**config.mk**
```make
export PLATFORM = sky130hd
export DESIGN_NAME = seq_pattern_gen_flat
export DESIGN_NICKNAME = d
export VERILOG_FILES = /design/src/rtl/seq_pattern_gen_if.sv /design/src/rtl/seq_pattern_gen.sv /design/src/flat_wrapper.sv
export SDC_FILE = /design/constraint.sdc
export NUM_CORES = 1
export LEC_CHECK = 0
export CAP_MARGIN = 20
export CORE_MARGIN = 2
export CORE_UTILIZATION = 35
export DETAILED_ROUTE_END_ITERATION = 6
export PLACE_DENSITY = 0.55
export SYNTH_ARGS = -nofsm -noshare
export SYNTH_HDL_FRONTEND = slang
export SYNTH_SLANG_ARGS = --single-unit
```
**constraint.sdc**
```tcl
create_clock -name clk -period 1.7 [get_ports clk]
set_input_delay 0.34 -clock clk [delete_from_list [all_inputs] [get_ports clk]]
set_output_delay 0.34 -clock clk [all_outputs]
set_load 0.01 [all_outputs]
```
**src/rtl/seq_pattern_gen_if.sv**
```systemverilog
// -----------------------------------------------------------------------------
// seq_pattern_gen_if
// Request and serial-stream bundle for seq_pattern_gen.
//
// Signals:
//   start    request strobe, taken only while ready=1
//   pattern  PAT_W-bit pattern, LSB-aligned (bit len-1 goes out first)
//   len      pattern length (0 or >PAT_W means PAT_W)
//   reps     number of passes (0 means 1)
//   ready    generator idle and able to take a request
//   dout     current serial bit
//   dvalid   dout is valid
//   dready   downstream accepts the presented bit
//   last     final bit of the final pass is being presented
//   done     one-cycle pulse after the final bit is consumed
//
// Modports:
//   master   requester / stream sink (drives start, pattern, len, reps, dready)
//   slave    the generator itself
// -----------------------------------------------------------------------------
interface seq_pattern_gen_if #(
   parameter int PAT_W = 6,
   parameter int LEN_W = 3,
   parameter int CNT_W = 8
);
   logic             start;
   logic [PAT_W-1:0] pattern;
   logic [LEN_W-1:0] len;
   logic [CNT_W-1:0] reps;
   logic             ready;
   logic             dout;
   logic             dvalid;
   logic             dready;
   logic             last;
   logic             done;

   modport master (
      output start, pattern, len, reps, dready,
      input  ready, dout, dvalid, last, done
   );

   modport slave (
      input  start, pattern, len, reps, dready,
      output ready, dout, dvalid, last, done
   );
endinterface

```
**src/rtl/seq_pattern_gen.sv**
```systemverilog
// -----------------------------------------------------------------------------
// seq_pattern_gen
// Serial bit-pattern transmitter. Latches a pattern of up to PAT_W bits and a
// repetition count, then sends the active window MSB first over a
// valid/ready bit stream, once per pass.
//
// Ports:
//   clk    rising-edge clock
//   reset  asynchronous, active-high reset (forces IDLE, ready=1)
//   bus    seq_pattern_gen_if.slave: start/pattern/len/reps request side,
//          ready status, dout/dvalid/dready/last stream, done pulse
//
// Parameters:
//   PAT_W  maximum pattern length
//   LEN_W  width of len (2**LEN_W must exceed PAT_W)
//   CNT_W  width of reps
//   GAP    idle cycles between passes (1..15), only with SEQGEN_GAP_EN
//
// Build option:
//   SEQGEN_GAP_EN  when defined, inserts GAP cycles with dvalid=0 between
//                  consecutive passes; undefined, passes run back-to-back.
//
// Every output is a flop; next output values are decided alongside the next
// state so nothing on the inputs reaches an output combinationally.
// -----------------------------------------------------------------------------
module seq_pattern_gen #(
   parameter int PAT_W = 6,
   parameter int LEN_W = 3,
   parameter int CNT_W = 8,
   parameter int GAP   = 2
) (
   input  logic               clk,
   input  logic               reset,
   seq_pattern_gen_if.slave   bus
);

   localparam logic [LEN_W-1:0] LEN_ZERO = {LEN_W{1'b0}};
   localparam logic [LEN_W-1:0] LEN_ONE  = LEN_W'(1);
   localparam logic [LEN_W-1:0] LEN_MAX  = LEN_W'(PAT_W);
   localparam logic [CNT_W-1:0] CNT_ZERO = {CNT_W{1'b0}};
   localparam logic [CNT_W-1:0] CNT_ONE  = CNT_W'(1);
`ifndef SEQGEN_GAP_EN
   localparam logic [CNT_W-1:0] CNT_TWO  = CNT_W'(2);
`endif

   // Elaboration-time parameter sanity checks.
   if ((1 << LEN_W) <= PAT_W) begin : g_bad_len_w
      $error("seq_pattern_gen: 2**LEN_W must exceed PAT_W");
   end
   if ((GAP < 1) || (GAP > 15)) begin : g_bad_gap
      $error("seq_pattern_gen: GAP must be in 1..15");
   end

`ifdef SEQGEN_GAP_EN
   // The counter starts at GAP-1 and leaves GAP when it reads zero, giving
   // exactly GAP idle cycles.
   localparam logic [3:0] GAP_LOAD = 4'(GAP - 1);
`endif

   typedef enum logic [1:0] {
      ST_IDLE = 2'd0,
      ST_SEND = 2'd1,
`ifdef SEQGEN_GAP_EN
      ST_GAP  = 2'd2,
`endif
      ST_DONE = 2'd3
   } state_t;

   state_t           state_r;
   logic [PAT_W-1:0] pat_r;
   logic [LEN_W-1:0] len_r;
   logic [LEN_W-1:0] idx_r;
   logic [CNT_W-1:0] pass_r;
`ifdef SEQGEN_GAP_EN
   logic [3:0]       gap_cnt_r;
`endif
   logic             ready_r;
   logic             dout_r;
   logic             dvalid_r;
   logic             last_r;
   logic             done_r;

   logic [LEN_W-1:0] len_eff_s;
   logic [CNT_W-1:0] reps_eff_s;
   logic [LEN_W-1:0] start_idx_s;
   logic [LEN_W-1:0] reload_idx_s;
   logic [LEN_W-1:0] next_idx_s;

   // Clamp the requested length/reps and precompute the bit indices used next.
   always_comb begin
      len_eff_s    = LEN_MAX;
      reps_eff_s   = CNT_ONE;
      if ((bus.len == LEN_ZERO) || (bus.len > LEN_MAX)) begin
         len_eff_s = LEN_MAX;
      end else begin
         len_eff_s = bus.len;
      end
      if (bus.reps == CNT_ZERO) begin
         reps_eff_s = CNT_ONE;
      end else begin
         reps_eff_s = bus.reps;
      end
      start_idx_s  = len_eff_s - LEN_ONE;
      reload_idx_s = len_r - LEN_ONE;
      next_idx_s   = idx_r - LEN_ONE;
   end

   // Control FSM with registered stream outputs.
   always_ff @(posedge clk or posedge reset) begin
      if (reset) begin
         state_r   <= ST_IDLE;
         pat_r     <= {PAT_W{1'b0}};
         len_r     <= LEN_ZERO;
         idx_r     <= LEN_ZERO;
         pass_r    <= CNT_ZERO;
`ifdef SEQGEN_GAP_EN
         gap_cnt_r <= 4'd0;
`endif
         ready_r   <= 1'b1;
         dout_r    <= 1'b0;
         dvalid_r  <= 1'b0;
         last_r    <= 1'b0;
         done_r    <= 1'b0;
      end else begin
         case (state_r)
            ST_IDLE: begin
               done_r <= 1'b0;
               if (bus.start) begin
                  pat_r    <= bus.pattern;
                  len_r    <= len_eff_s;
                  idx_r    <= start_idx_s;
                  pass_r   <= reps_eff_s;
                  ready_r  <= 1'b0;
                  dvalid_r <= 1'b1;
                  dout_r   <= bus.pattern[start_idx_s];
                  last_r   <= (start_idx_s == LEN_ZERO) && (reps_eff_s == CNT_ONE);
                  state_r  <= ST_SEND;
               end else begin
                  ready_r  <= 1'b1;
                  dvalid_r <= 1'b0;
                  dout_r   <= 1'b0;
                  last_r   <= 1'b0;
               end
            end

            ST_SEND: begin
               if (bus.dready) begin
                  if (idx_r != LEN_ZERO) begin
                     idx_r  <= next_idx_s;
                     dout_r <= pat_r[next_idx_s];
                     last_r <= (next_idx_s == LEN_ZERO) && (pass_r == CNT_ONE);
                  end else if (pass_r != CNT_ONE) begin
                     pass_r <= pass_r - CNT_ONE;
                     idx_r  <= reload_idx_s;
`ifdef SEQGEN_GAP_EN
                     gap_cnt_r <= GAP_LOAD;
                     dvalid_r  <= 1'b0;
                     dout_r    <= 1'b0;
                     last_r    <= 1'b0;
                     state_r   <= ST_GAP;
`else
                     // Next pass starts on the very next cycle; it is the
                     // final one when the counter is about to drop to 1.
                     dout_r <= pat_r[reload_idx_s];
                     last_r <= (reload_idx_s == LEN_ZERO) && (pass_r == CNT_TWO);
`endif
                  end else begin
                     dvalid_r <= 1'b0;
                     dout_r   <= 1'b0;
                     last_r   <= 1'b0;
                     done_r   <= 1'b1;
                     state_r  <= ST_DONE;
                  end
               end else begin
                  // Backpressure: the presented bit and all counters hold.
                  dvalid_r <= 1'b1;
               end
            end

`ifdef SEQGEN_GAP_EN
            ST_GAP: begin
               if (gap_cnt_r == 4'd0) begin
                  dvalid_r <= 1'b1;
                  dout_r   <= pat_r[idx_r];
                  last_r   <= (idx_r == LEN_ZERO) && (pass_r == CNT_ONE);
                  state_r  <= ST_SEND;
               end else begin
                  gap_cnt_r <= gap_cnt_r - 4'd1;
               end
            end
`endif

            ST_DONE: begin
               done_r  <= 1'b0;
               ready_r <= 1'b1;
               state_r <= ST_IDLE;
            end

            default: begin
               state_r  <= ST_IDLE;
               ready_r  <= 1'b1;
               dout_r   <= 1'b0;
               dvalid_r <= 1'b0;
               last_r   <= 1'b0;
               done_r   <= 1'b0;
            end
         endcase
      end
   end

   assign bus.ready  = ready_r;
   assign bus.dout   = dout_r;
   assign bus.dvalid = dvalid_r;
   assign bus.last   = last_r;
   assign bus.done   = done_r;

endmodule

```
**src/flat_wrapper.sv**
```systemverilog
// flat-port wrapper written by rule: the top's interface ports become plain ports
module seq_pattern_gen_flat 
#(
   parameter int PAT_W = 6,
   parameter int LEN_W = 3,
   parameter int CNT_W = 8,
   parameter int GAP   = 2
)
  (clk, reset, bus_start, bus_pattern, bus_len, bus_reps, bus_dready, bus_ready, bus_dout, bus_dvalid, bus_last, bus_done);
  seq_pattern_gen_if #(.PAT_W(PAT_W), .LEN_W(LEN_W), .CNT_W(CNT_W)) bus_i ();
  input  logic clk;
  input  logic reset;
  input wire logic [$bits(bus_i.start)-1:0] bus_start;
  input wire logic [$bits(bus_i.pattern)-1:0] bus_pattern;
  input wire logic [$bits(bus_i.len)-1:0] bus_len;
  input wire logic [$bits(bus_i.reps)-1:0] bus_reps;
  input wire logic [$bits(bus_i.dready)-1:0] bus_dready;
  output wire logic [$bits(bus_i.ready)-1:0] bus_ready;
  output wire logic [$bits(bus_i.dout)-1:0] bus_dout;
  output wire logic [$bits(bus_i.dvalid)-1:0] bus_dvalid;
  output wire logic [$bits(bus_i.last)-1:0] bus_last;
  output wire logic [$bits(bus_i.done)-1:0] bus_done;
  assign bus_i.start = bus_start;
  assign bus_i.pattern = bus_pattern;
  assign bus_i.len = bus_len;
  assign bus_i.reps = bus_reps;
  assign bus_i.dready = bus_dready;
  assign bus_ready = bus_i.ready;
  assign bus_dout = bus_i.dout;
  assign bus_dvalid = bus_i.dvalid;
  assign bus_last = bus_i.last;
  assign bus_done = bus_i.done;
  seq_pattern_gen #(.PAT_W(PAT_W), .LEN_W(LEN_W), .CNT_W(CNT_W), .GAP(GAP)) u_core (.clk(clk), .reset(reset), .bus(bus_i));
endmodule
```
Word-level counts from Yosys, hierarchy flattened
Index checks and enable logic that the tools add are counted.
{ "totals": {"ff_bits": 27, "elab_cells": 96, "inputBits": 21, "output_inout_bits": 5} }
{ "op_classes": {"n_mux": 44, "reduce_logical": 19, "add_sub_neg": 4, "n_eq_ne": 14, "magnitude_cmp": 4, "bitwise_logic": 1} }
{ "ops": {"columns": ["op", "count"], "rows": [
  ["$mux W8", 5],
  ["$mux W1", 20],
  ["$eq A8 B1 Y1 const B", 2],
  ["$pmux W8 S2", 1],
  ["$mux W3", 5],
  ["$logic_not A3 Y1", 4],
  ["$lt A3 B4 Y1 const B", 3],
  ["$bmux W1 S3", 3],
  ["$pmux W1 S3", 3],
  ["$sub A3 B1 Y3 const B", 3],
  ["$eq A8 B2 Y1 const B", 1],
  ["$logic_not A8 Y1", 1],
  ["$mux W2", 4],
  ["$ne A2 B2 Y1 const B", 4],
  ["$ne A8 B1 Y1 const B", 1],
  ["$reduce_and A4 Y1", 2],
  ["$sub A8 B1 Y8 const B", 1],
  ["$ne A3 B3 Y1 const B", 2],
  ["$pmux W3 S2", 1],
  ["$reduce_and A3 Y1", 2],
  ["$reduce_and A5 Y1", 1],
  ["$pmux W2 S2", 1],
  ["$reduce_and A2 Y1", 2],
  ["$gt A3 B3 Y1 const B", 1],
  ["11 further kinds", 13]
]} }

Depth between registers and ports, before layout
Gate-level depths: netlist of the first run.
{ "depth": {"ltp_word": 8, "depth_mapped": 8, "ltp_nobuf": 8} }

Worst setup path before layout of the first run
No wires, ideal clock.
{ "synth_timing": {"path_kind": "register to register", "from": "register u_core.idx_r[0]", "to": "register u_core.dout_r (netlist: u_core.bus.dout)", "period_less_slack_ps": 1834, "path_stages_with_launch": 8, "n_path_buf": 0, "arrival_ps": 1713, "setup_time_ps": 120, "slack_ps": -134, "required_ps": 1580, "path_cell_list": "dfrtp_1 > inv_1 > ha_1 > mux4_2 > nor2b_1 > a311oi_1 > a21oi_1 > a41o_1"} }
{ "synth_via": {"elab_chain_cells": 6, "elab_cells_between_ends": 7, "cone_classes": "add/sub (1); mux (5); reduce/logical (1)"} }
{ "synth_rtl": {"columns": ["item", "line", "text"], "rows": [
  ["from (decl)", "seq_pattern_gen.sv:72", "logic [LEN_W-1:0] idx_r;"],
  ["from (signal assigned)", "seq_pattern_gen.sv:131", "idx_r <= start_idx_s;"],
  ["from (signal assigned)", "seq_pattern_gen.sv:149", "idx_r <= next_idx_s;"],
  ["from (signal assigned)", "seq_pattern_gen.sv:154", "idx_r <= reload_idx_s;"],
  ["$sub A3 B1 Y3", "seq_pattern_gen.sv:105", "next_idx_s = idx_r - LEN_ONE;"],
  ["$bmux W1 S3", "seq_pattern_gen.sv:150", "dout_r <= pat_r[next_idx_s];"],
  ["$mux W1 (implied by the code)", "seq_pattern_gen.sv:150", null],
  ["$mux W1 (*)", "seq_pattern_gen.sv:148", "if (idx_r != LEN_ZERO) begin"],
  ["$mux W1 (*)", "seq_pattern_gen.sv:147", "if (bus.dready) begin"],
  ["$pmux W1 S3 (*)", "seq_pattern_gen.sv:125", "case (state_r)"],
  ["to (signal assigned)", "seq_pattern_gen.sv:135", "dout_r <= bus.pattern[start_idx_s];"],
  ["to (signal assigned)", "seq_pattern_gen.sv:150", null],
  ["to (signal assigned)", "seq_pattern_gen.sv:164", "dout_r <= pat_r[reload_idx_s];"],
  ["to (decl)", "seq_pattern_gen.sv:78", "logic dout_r;"]
]} }
Mark *: on every way between the ends. The rest lies on a longest branch, timed or not. The select of a mux whose other input is x is not followed.
A chain may end at the register's enable or synchronous reset.

Worst setup path after layout of the first run
{ "layout_timing": {"from": "input bus_len[1]", "to": "register u_core.dout_r (netlist: u_core.bus.dout)"} }
{ "layout_via": {"elab_chain_cells": 8, "elab_cells_between_ends": 9, "cone_classes": "add/sub (1); order compare (1); mux (5); reduce/logical (2)"} }
{ "layout_rtl": {"columns": ["item", "line", "text"], "rows": [
  ["from (decl)", "flat_wrapper.sv:15", "input wire logic [$bits(bus_i.len)-1:0] bus_len;"],
  ["$gt A3 B3 Y1 or $logic_not A3 Y1 (tied branches)", "seq_pattern_gen.sv:93", "if ((bus.len == LEN_ZERO) || (bus.len > LEN_MAX)) begin"],
  ["$logic_or A1 B1 Y1", "seq_pattern_gen.sv:93", null],
  ["$mux W3 (*)", "seq_pattern_gen.sv:93", null],
  ["$sub A3 B1 Y3 (*)", "seq_pattern_gen.sv:103", "start_idx_s = len_eff_s - LEN_ONE;"],
  ["$bmux W1 S3 (*)", "seq_pattern_gen.sv:135", null],
  ["$mux W1 (implied by the code) (*)", "seq_pattern_gen.sv:135", null],
  ["$mux W1 (*)", "seq_pattern_gen.sv:128", "if (bus.start) begin"],
  ["$pmux W1 S3 (*)", "seq_pattern_gen.sv:125", null]
]} }
Marks and branches as above.

==> metrics.txt, run 1 <==
Clock Tree Root=clkbuf_8; Yosys warnings=0; number of nets in the layout=310; global-route wire length before repair=8350 um; fraction of layout cells with a size suffix above 1=35.8%; clk buf depth=2; Syn Std Cell Area=1750 um2; final setup violating endpoints=3; largest family of logic cells by synthesized area=simple AND/OR/NAND/NOR gates; Layout Skew=0.00455 ns; Crit path arrival time=1.92 ns; ys async rst share=100%; Syn Area/Cell=8.81 um2; critical path class=primary input to register; post-DR vias/cell=4.90; Port Buf Inserts=25; core area=4790 um2; Max Cap Viol=0; leakage=1.24 nW; area share of the largest cell type after synthesis=37.1%; die height=74.8 um; Placed Instances=333; fin crit share=103%; hold_buf cts=0; Critical Path Start Type=primary input; simple-gate area share of the yosys netlist=20.9%; Total GRT Usage=19.8%; Synth Area in Adders=6.42%; Synth area leaders=dfrtp_1 37%, nand2_1 8.1%, ha_1 6.4%; Post-synth EDFFs=0; Max stage delay on crit path=0.31 ns; FF+latch count, synth=27; antenna violations before repair=0; final hold violations=0; vias in the first global route=1656; mux contribution to synthesized area=8.57%; Pins Over Slew Limit=0; Setup crit end kind=register; status=finished with violations; Die X=74.8 um; CTS tree=done; CP max stage cell=dlygate4sd2_1; WL final=4970 um; DRT antenna net count=0; Worst-Margin Slew=0.432 ns; DP HPWL=3750 um; VDD IR max=0.000631 V; total clock buffers created by CTS=3; worst skew pair latency=0.28 ns; Distinct cells, synth=48; Fmax=0.570 GHz; final worst slack=-0.0544 ns; final core occ=56.9%; DRT iter0 DRCs=60; ratio of total power to cell area=1370 nW/um2; Synth Area in Compound Gates=19.8%; Cell Count, Final, Fillers Out=346; gpl congestion=0.809; Syn Nets=229; pre-CTS WS=-0.596 ns; Worst Hold Class=primary input to async pin; min Tclk post-route=1.75 ns; delay-heaviest family, CP=compound AO/OA/AOI/OAI gates; failing checks=negative setup slack; Req. time, crit path=1.87 ns; # clock sinks=27; crit path buf inv count=2; Ports=26; grt total ovfl=0; Clk pin slew, worst setup/hold paths=0.09 ns; Cell Chain, Critical Path=dlygate4sd2_1 > a21boi_4 > inv_2 > ha_4 > mux4_2 > mux2i_1 > o22ai_1 > a41o_1; Seq/Total Area, Yosys=38.6%; Post-route DRC=0; worst-path fanout max=4; unrepaired setup endpoints after global routing=yes; Syn-to-layout area delta=55.2%; Max transition margin=71.1%; dominant synthesized flop cell=dfrtp_1; WL per Instance=14.4 um; post-synth top area cell=dfrtp_1; antenna diode count=0; Die ar.=5590 um2; first-pass detailed-route iteration total=4; CTS H-Tree Depth=1; Synth Area in XOR/XNOR=1.93%; vias post-DR=1696; initial core utilization=36.6%; row cnt=25; largest net degree at the start of global routing=28; synthesized netlist cell count=199
final timing paths:
kind                                     to  slack (ns)  cells past startpoint            start
setup / recovery            u_core.bus.dout       -0.05                      8       bus_len[1]
hold / removal              u_core.bus.last        0.42                      3            reset
setup reg to reg            u_core.bus.dout       -0.05                      7  u_core.idx_r[0]
hold reg to reg             u_core.len_r[1]        0.50                      2  u_core.len_r[1]
max in group asynchronous  u_core.bus.ready        0.98                      3            reset
min in group clk            u_core.len_r[1]        0.50                      2  u_core.len_r[1]
layout by cell type, fill, tap and decap left out, drive strengths merged, types with 3 or more instances in the layout:
master         instances
o21ai                 13
ha                     9
dfrtp                 26
a21oi                 16
mux2i                  6
clkbuf                 4
clkdlybuf4s50         17
dlygate4sd2            7
buf                   56
nor4                   5
inv                   12
nor2                  16
nand2b                 3
o22ai                  4
nand2                 38
o31ai                  4
mux4                   3
nor2b                  5
per-stage QoR:
stage / area [um2] / TNS, ns / hold slack, ns / total power [mW]
3_5_place_dp: 2450 / -2.22 / 0.479 / 3.00
6_report: 2720 / -0.0914 / 0.420 / 3.72
5_1_grt: 2720 / -0.746 / 0.481 / 4.03
2_1_floorplan: 1790 / 0 / 0.392 / 2.21
3_3_place_gp: 2450 / -2.01 / 0.470 / 2.99
4_1_cts: 2580 / -0.111 / 0.431 / 3.49
where the power goes:
group	internal [mW]	switching, mW
combinational	1.23	1.04
clock	0.168	0.203
sequential	0.902	0.178
total	2.30	1.42
Yosys cell counts, types with 2 or more instances:
library cell  count
nor2b_1           5
o32ai_1           2
mux2i_1           6
dfrtp_1          26
o31ai_1           4
nor2_1           16
o311ai_1          2
o22ai_1           4
o21ai_1           7
o21ai_0           5
nand3_1           2
a21oi_1          15
clkbuf_1          3
nand2b_1          2
mux2_2            2
buf_2             2
and3_1            2
nor4_1            5
nand2_1          38
mux4_2            3
inv_1            12
ha_1              9
and2_1            2
registers in the layout, summed over array words and instances (netlist names):
| signal | cells |
|---|---|
| u_core.bus.done | 1 |
| u_core.bus.dout | 1 |
| u_core.bus.dvalid | 1 |
| u_core.bus.last | 1 |
| u_core.bus.ready | 1 |
| u_core.idx_r | 3 |
| u_core.len_r | 3 |
| u_core.pass_r | 8 |
| u_core.pat_r | 6 |
| u_core.state_r | 2 |
cell families (layout without fill, tap and decap cells):
family / count (synthesis) / count (layout)
multiplexers: 11 / 11
buffers and inverters: 17 / 97
AND/OR/NAND/NOR: 79 / 79
AO/OA/AOI/OAI: 53 / 53
XOR/XNOR: 3 / 3
adder cells (fa/ha/maj): 9 / 9
flip-flops: 27 / 27
worst reg2reg max path, cell delays in order, from the launching register on:
cell and delay (ns):
dfrtp_1 0.40, inv_2 0.08, ha_4 0.28, mux4_2 0.27
nor2b_1 0.14, a311oi_1 0.20, a21oi_1 0.10, a41o_1 0.19
metal layers:
metal	track usage [%]	up-vias	wire, um
met2	31.2	24	2380
li1	-	864	-
met5	0	-	0
met4	4.17	0	55
met3	3.48	7	162
met1	28.7	801	2370
layout make-up:
cell class	count	area, um2
clock buffer	4	45.0
fill	449	2060
inverter	12	45.0
multi-input combinational	155	1200
sequential	27	677
tap	67	83.8
timing repair buffer	81	668
repair_timing:
item,4_1_cts,5_1_grt
endpoints found under the setup margin,9,12
gates resized for setup,22,17
pin swaps,8,7
buffers inserted,2,7
No activity file was read; power rests on OpenSTA's default activity.
==> inputs of run 2 (changes only) <==
- clock period: 1.7 -> 1.4 ns (I/O delays scaled with it)
==> run 2 against run 1 <==
Largest power group unchanged. Total power increased by 45%. First-iteration DRC count decreased by 18%. Via count increased by 8.2%. Routed wire length increased by 5.6%. Largest cell class unchanged. Cell count increased by 7.5%. Clock skew increased by 0.0012 ns. The run still ends with negative setup slack left. Sequential share of layout area decreased by 2.6 points. Die area unchanged. Combinational power increased by 60%.
==> metrics.txt, run 2 (synthesized netlist as in run 1, its figures left out) <==
status=finished with violations; failing checks=negative setup slack; die height=74.8 um (unchanged); gpl congestion=0.807 (-0.27%); unrepaired setup endpoints after global routing=yes; CTS tree=done; WL final=5250 um (+5.6%); Setup crit end kind=register; DRT antenna net count=0 (unchanged); number of flip-flops in the largest register=8 (unchanged); WL per Instance=14.1 um (-1.8%); Die X=74.8 um (unchanged); Total GRT Usage=20.2% (+0.38 points); fraction of layout cells with a size suffix above 1=44.3% (+8.4 points); Max transition margin=72.8% (+1.7 points); Worst-Margin Slew=0.396 ns (-0.0360 ns); Cell Chain, Critical Path=buf_4 > buf_4 > buf_4 > mux2_2 > a311oi_1 > a21oi_1 > a41o_1; Clock power frac=8.4% (-1.6 points); Syn-to-layout area delta=73.5%; Max stage delay on crit path=0.41 ns (+0.10 ns); Fmax=0.578 GHz; final worst slack=-0.330 ns (-0.276 ns); Post-route DRC=0 (unchanged); ratio of total power to cell area=1770 nW/um2 (+30%); VDD IR max=0.00101 V (+59%); setup TNS=-2.78 ns (-2.68 ns); grt total ovfl=0 (unchanged); DP HPWL=3900 um (+4.0%); vias post-DR=1835 (+8.2%); DRT iter0 DRCs=49 (-18%); number of nets in the layout=336 (+8.4%); crit path buf inv count=3 (+1); worst skew pair latency=0.27 ns (about the same); Cell Count, Final, Fillers Out=372 (+7.5%); global-route wire length before repair=8440 um (+1.1%); worst-path fanout max=3 (-1); total clock buffers created by CTS=3 (unchanged); fin crit share=124%; Net Switching=2.05 mW (+45%); critical path class=register to register; leakage=1.40 nW (+13%); top flop regs=u_core.pass_r: 8 flops, u_core.pat_r: 6 flops; antenna violations before repair=0 (unchanged); # clock sinks=27 (unchanged); post-DR vias/cell=4.93 (+0.63%); min Tclk post-route=1.73 ns; Placed Instances=357 (+7.2%); Clk pin slew, worst setup/hold paths=0.09 ns (about the same); Critical Path Start Type=register; commonest non-fill, non-tap cell in the layout=buf_4; Sequential Power Share=24.3% (-4.8 points); Worst Hold Class=primary input to async pin; antenna diode count=0 (unchanged); final setup violating endpoints=16 (+13); Layout Skew=0.00570 ns (+0.00116 ns); pre-CTS WS=-0.862 ns (-0.266 ns); Clock Tree Root=clkbuf_8; Sw Share=38.1% (-0.045 points); Crit path arrival time=1.90 ns (-0.02 ns); leading cell types in the layout, fill and taps excluded=72 x buf_4, 34 x nand2_1, 26 x dfrtp_1, 14 x nor2_1, 13 x clkdlybuf4s50_1; core area=4790 um2 (unchanged); CP most frequent cell=buf_4; largest net degree at the start of global routing=28 (unchanged); first-pass detailed-route iteration total=4 (unchanged); delay-heaviest family, CP=compound AO/OA/AOI/OAI gates; P_int=3.34 mW (+45%); CP max stage cell=dfrtp_1; clk buf depth=2 (unchanged); CTS H-Tree Depth=1 (unchanged); Max Cap Viol=0 (unchanged); Gate power share=67.4% (+6.4 points); vias in the first global route=1777 (+7.3%); Ports=26 (unchanged); Die ar.=5590 um2 (unchanged); Port Buf Inserts=25 (unchanged); row cnt=25 (unchanged); Pins Over Slew Limit=0 (unchanged); Largest Register=u_core.pass_r; final hold violations=0 (unchanged); Req. time, crit path=1.57 ns (-0.30 ns); initial core utilization=36.6% (unchanged); Layout fillers=413 (-8.0%)
## run 2: metal layers
metal | up-vias | routed length, um | global-route usage, %
li1 | 926 | - | -
met1 | 886 | 2460 | 28.5
met2 | 19 | 2610 | 33.1
met3 | 4 | 134 | 2.14
met4 | 0 | 44 | 5.36
met5 | - | 0 | 0
## run 2: path summary, 6_finish.rpt
kind | from | endpoint | slack, ns | depth (start not counted)
worst max register to register | u_core.idx_r[0] | u_core.bus.dout | -0.33 | 7
worst min-delay path | reset | u_core.bus.dvalid | 0.33 | 3
min in group clk | u_core.bus.ready | u_core.bus.ready | 0.50 | 2
worst min register to register | u_core.bus.ready | u_core.bus.ready | 0.50 | 2
worst max-delay path | u_core.idx_r[0] | u_core.bus.dout | -0.33 | 7
max in group asynchronous | reset | u_core.bus.ready | 0.84 | 3
## run 2: cell type report
cell class / instances / area, um2 / share of cell area (%)
sequential: 27 / 677 / 22.3
tap: 67 / 83.8 / 2.76
multi-input combinational: 155 / 1280 / 42.2
timing repair buffer: 107 / 906 / 29.8
clock buffer: 4 / 45.0 / 1.48
inverter: 12 / 45.0 / 1.48
## run 2: power by group through the flow
| stage | registers, mW | logic (mW) | clock network (mW) |
|---|---|---|---|
| final | 1.31 | 3.63 | 0.451 |
| after global routing | 1.35 | 3.95 | 0.496 |
| after CTS | 1.32 | 3.40 | 0.468 |
| after detailed placement | 1.32 | 2.89 | 0 |
| after global placement | 1.32 | 2.87 | 0 |
| after floorplan | 1.38 | 1.44 | 0 |
## run 2: per-stage QoR
step | power, mW | hold WS (ns) | area (um2) | utilization, %
3_5_place_dp | 4.22 | 0.492 | 2690 | 56.2
5_1_grt | 5.79 | 0.366 | 3040 | 63.6
4_1_cts | 5.19 | 0.332 | 2950 | 61.6
6_report | 5.39 | 0.332 | 3040 | 63.6
3_3_place_gp | 4.19 | 0.491 | 2690 | 56.2
2_1_floorplan | 2.82 | 0.332 | 1820 | -
## run 2: worst reg2reg max path: stages (launching register included)
cell	delay, ns
dfrtp_1	0.41
buf_4	0.14
buf_4	0.12
buf_4	0.13
mux2_2	0.27
a311oi_1	0.28
a21oi_1	0.10
a41o_1	0.18
## run 2: what timing repair did
action,in CTS,in global routing
endpoints found under the setup margin,21,16
hold buffers,0,0
hold endpoints to repair,0,0
resized for setup,49,16
buffers inserted,8,4
pin swaps,23,8
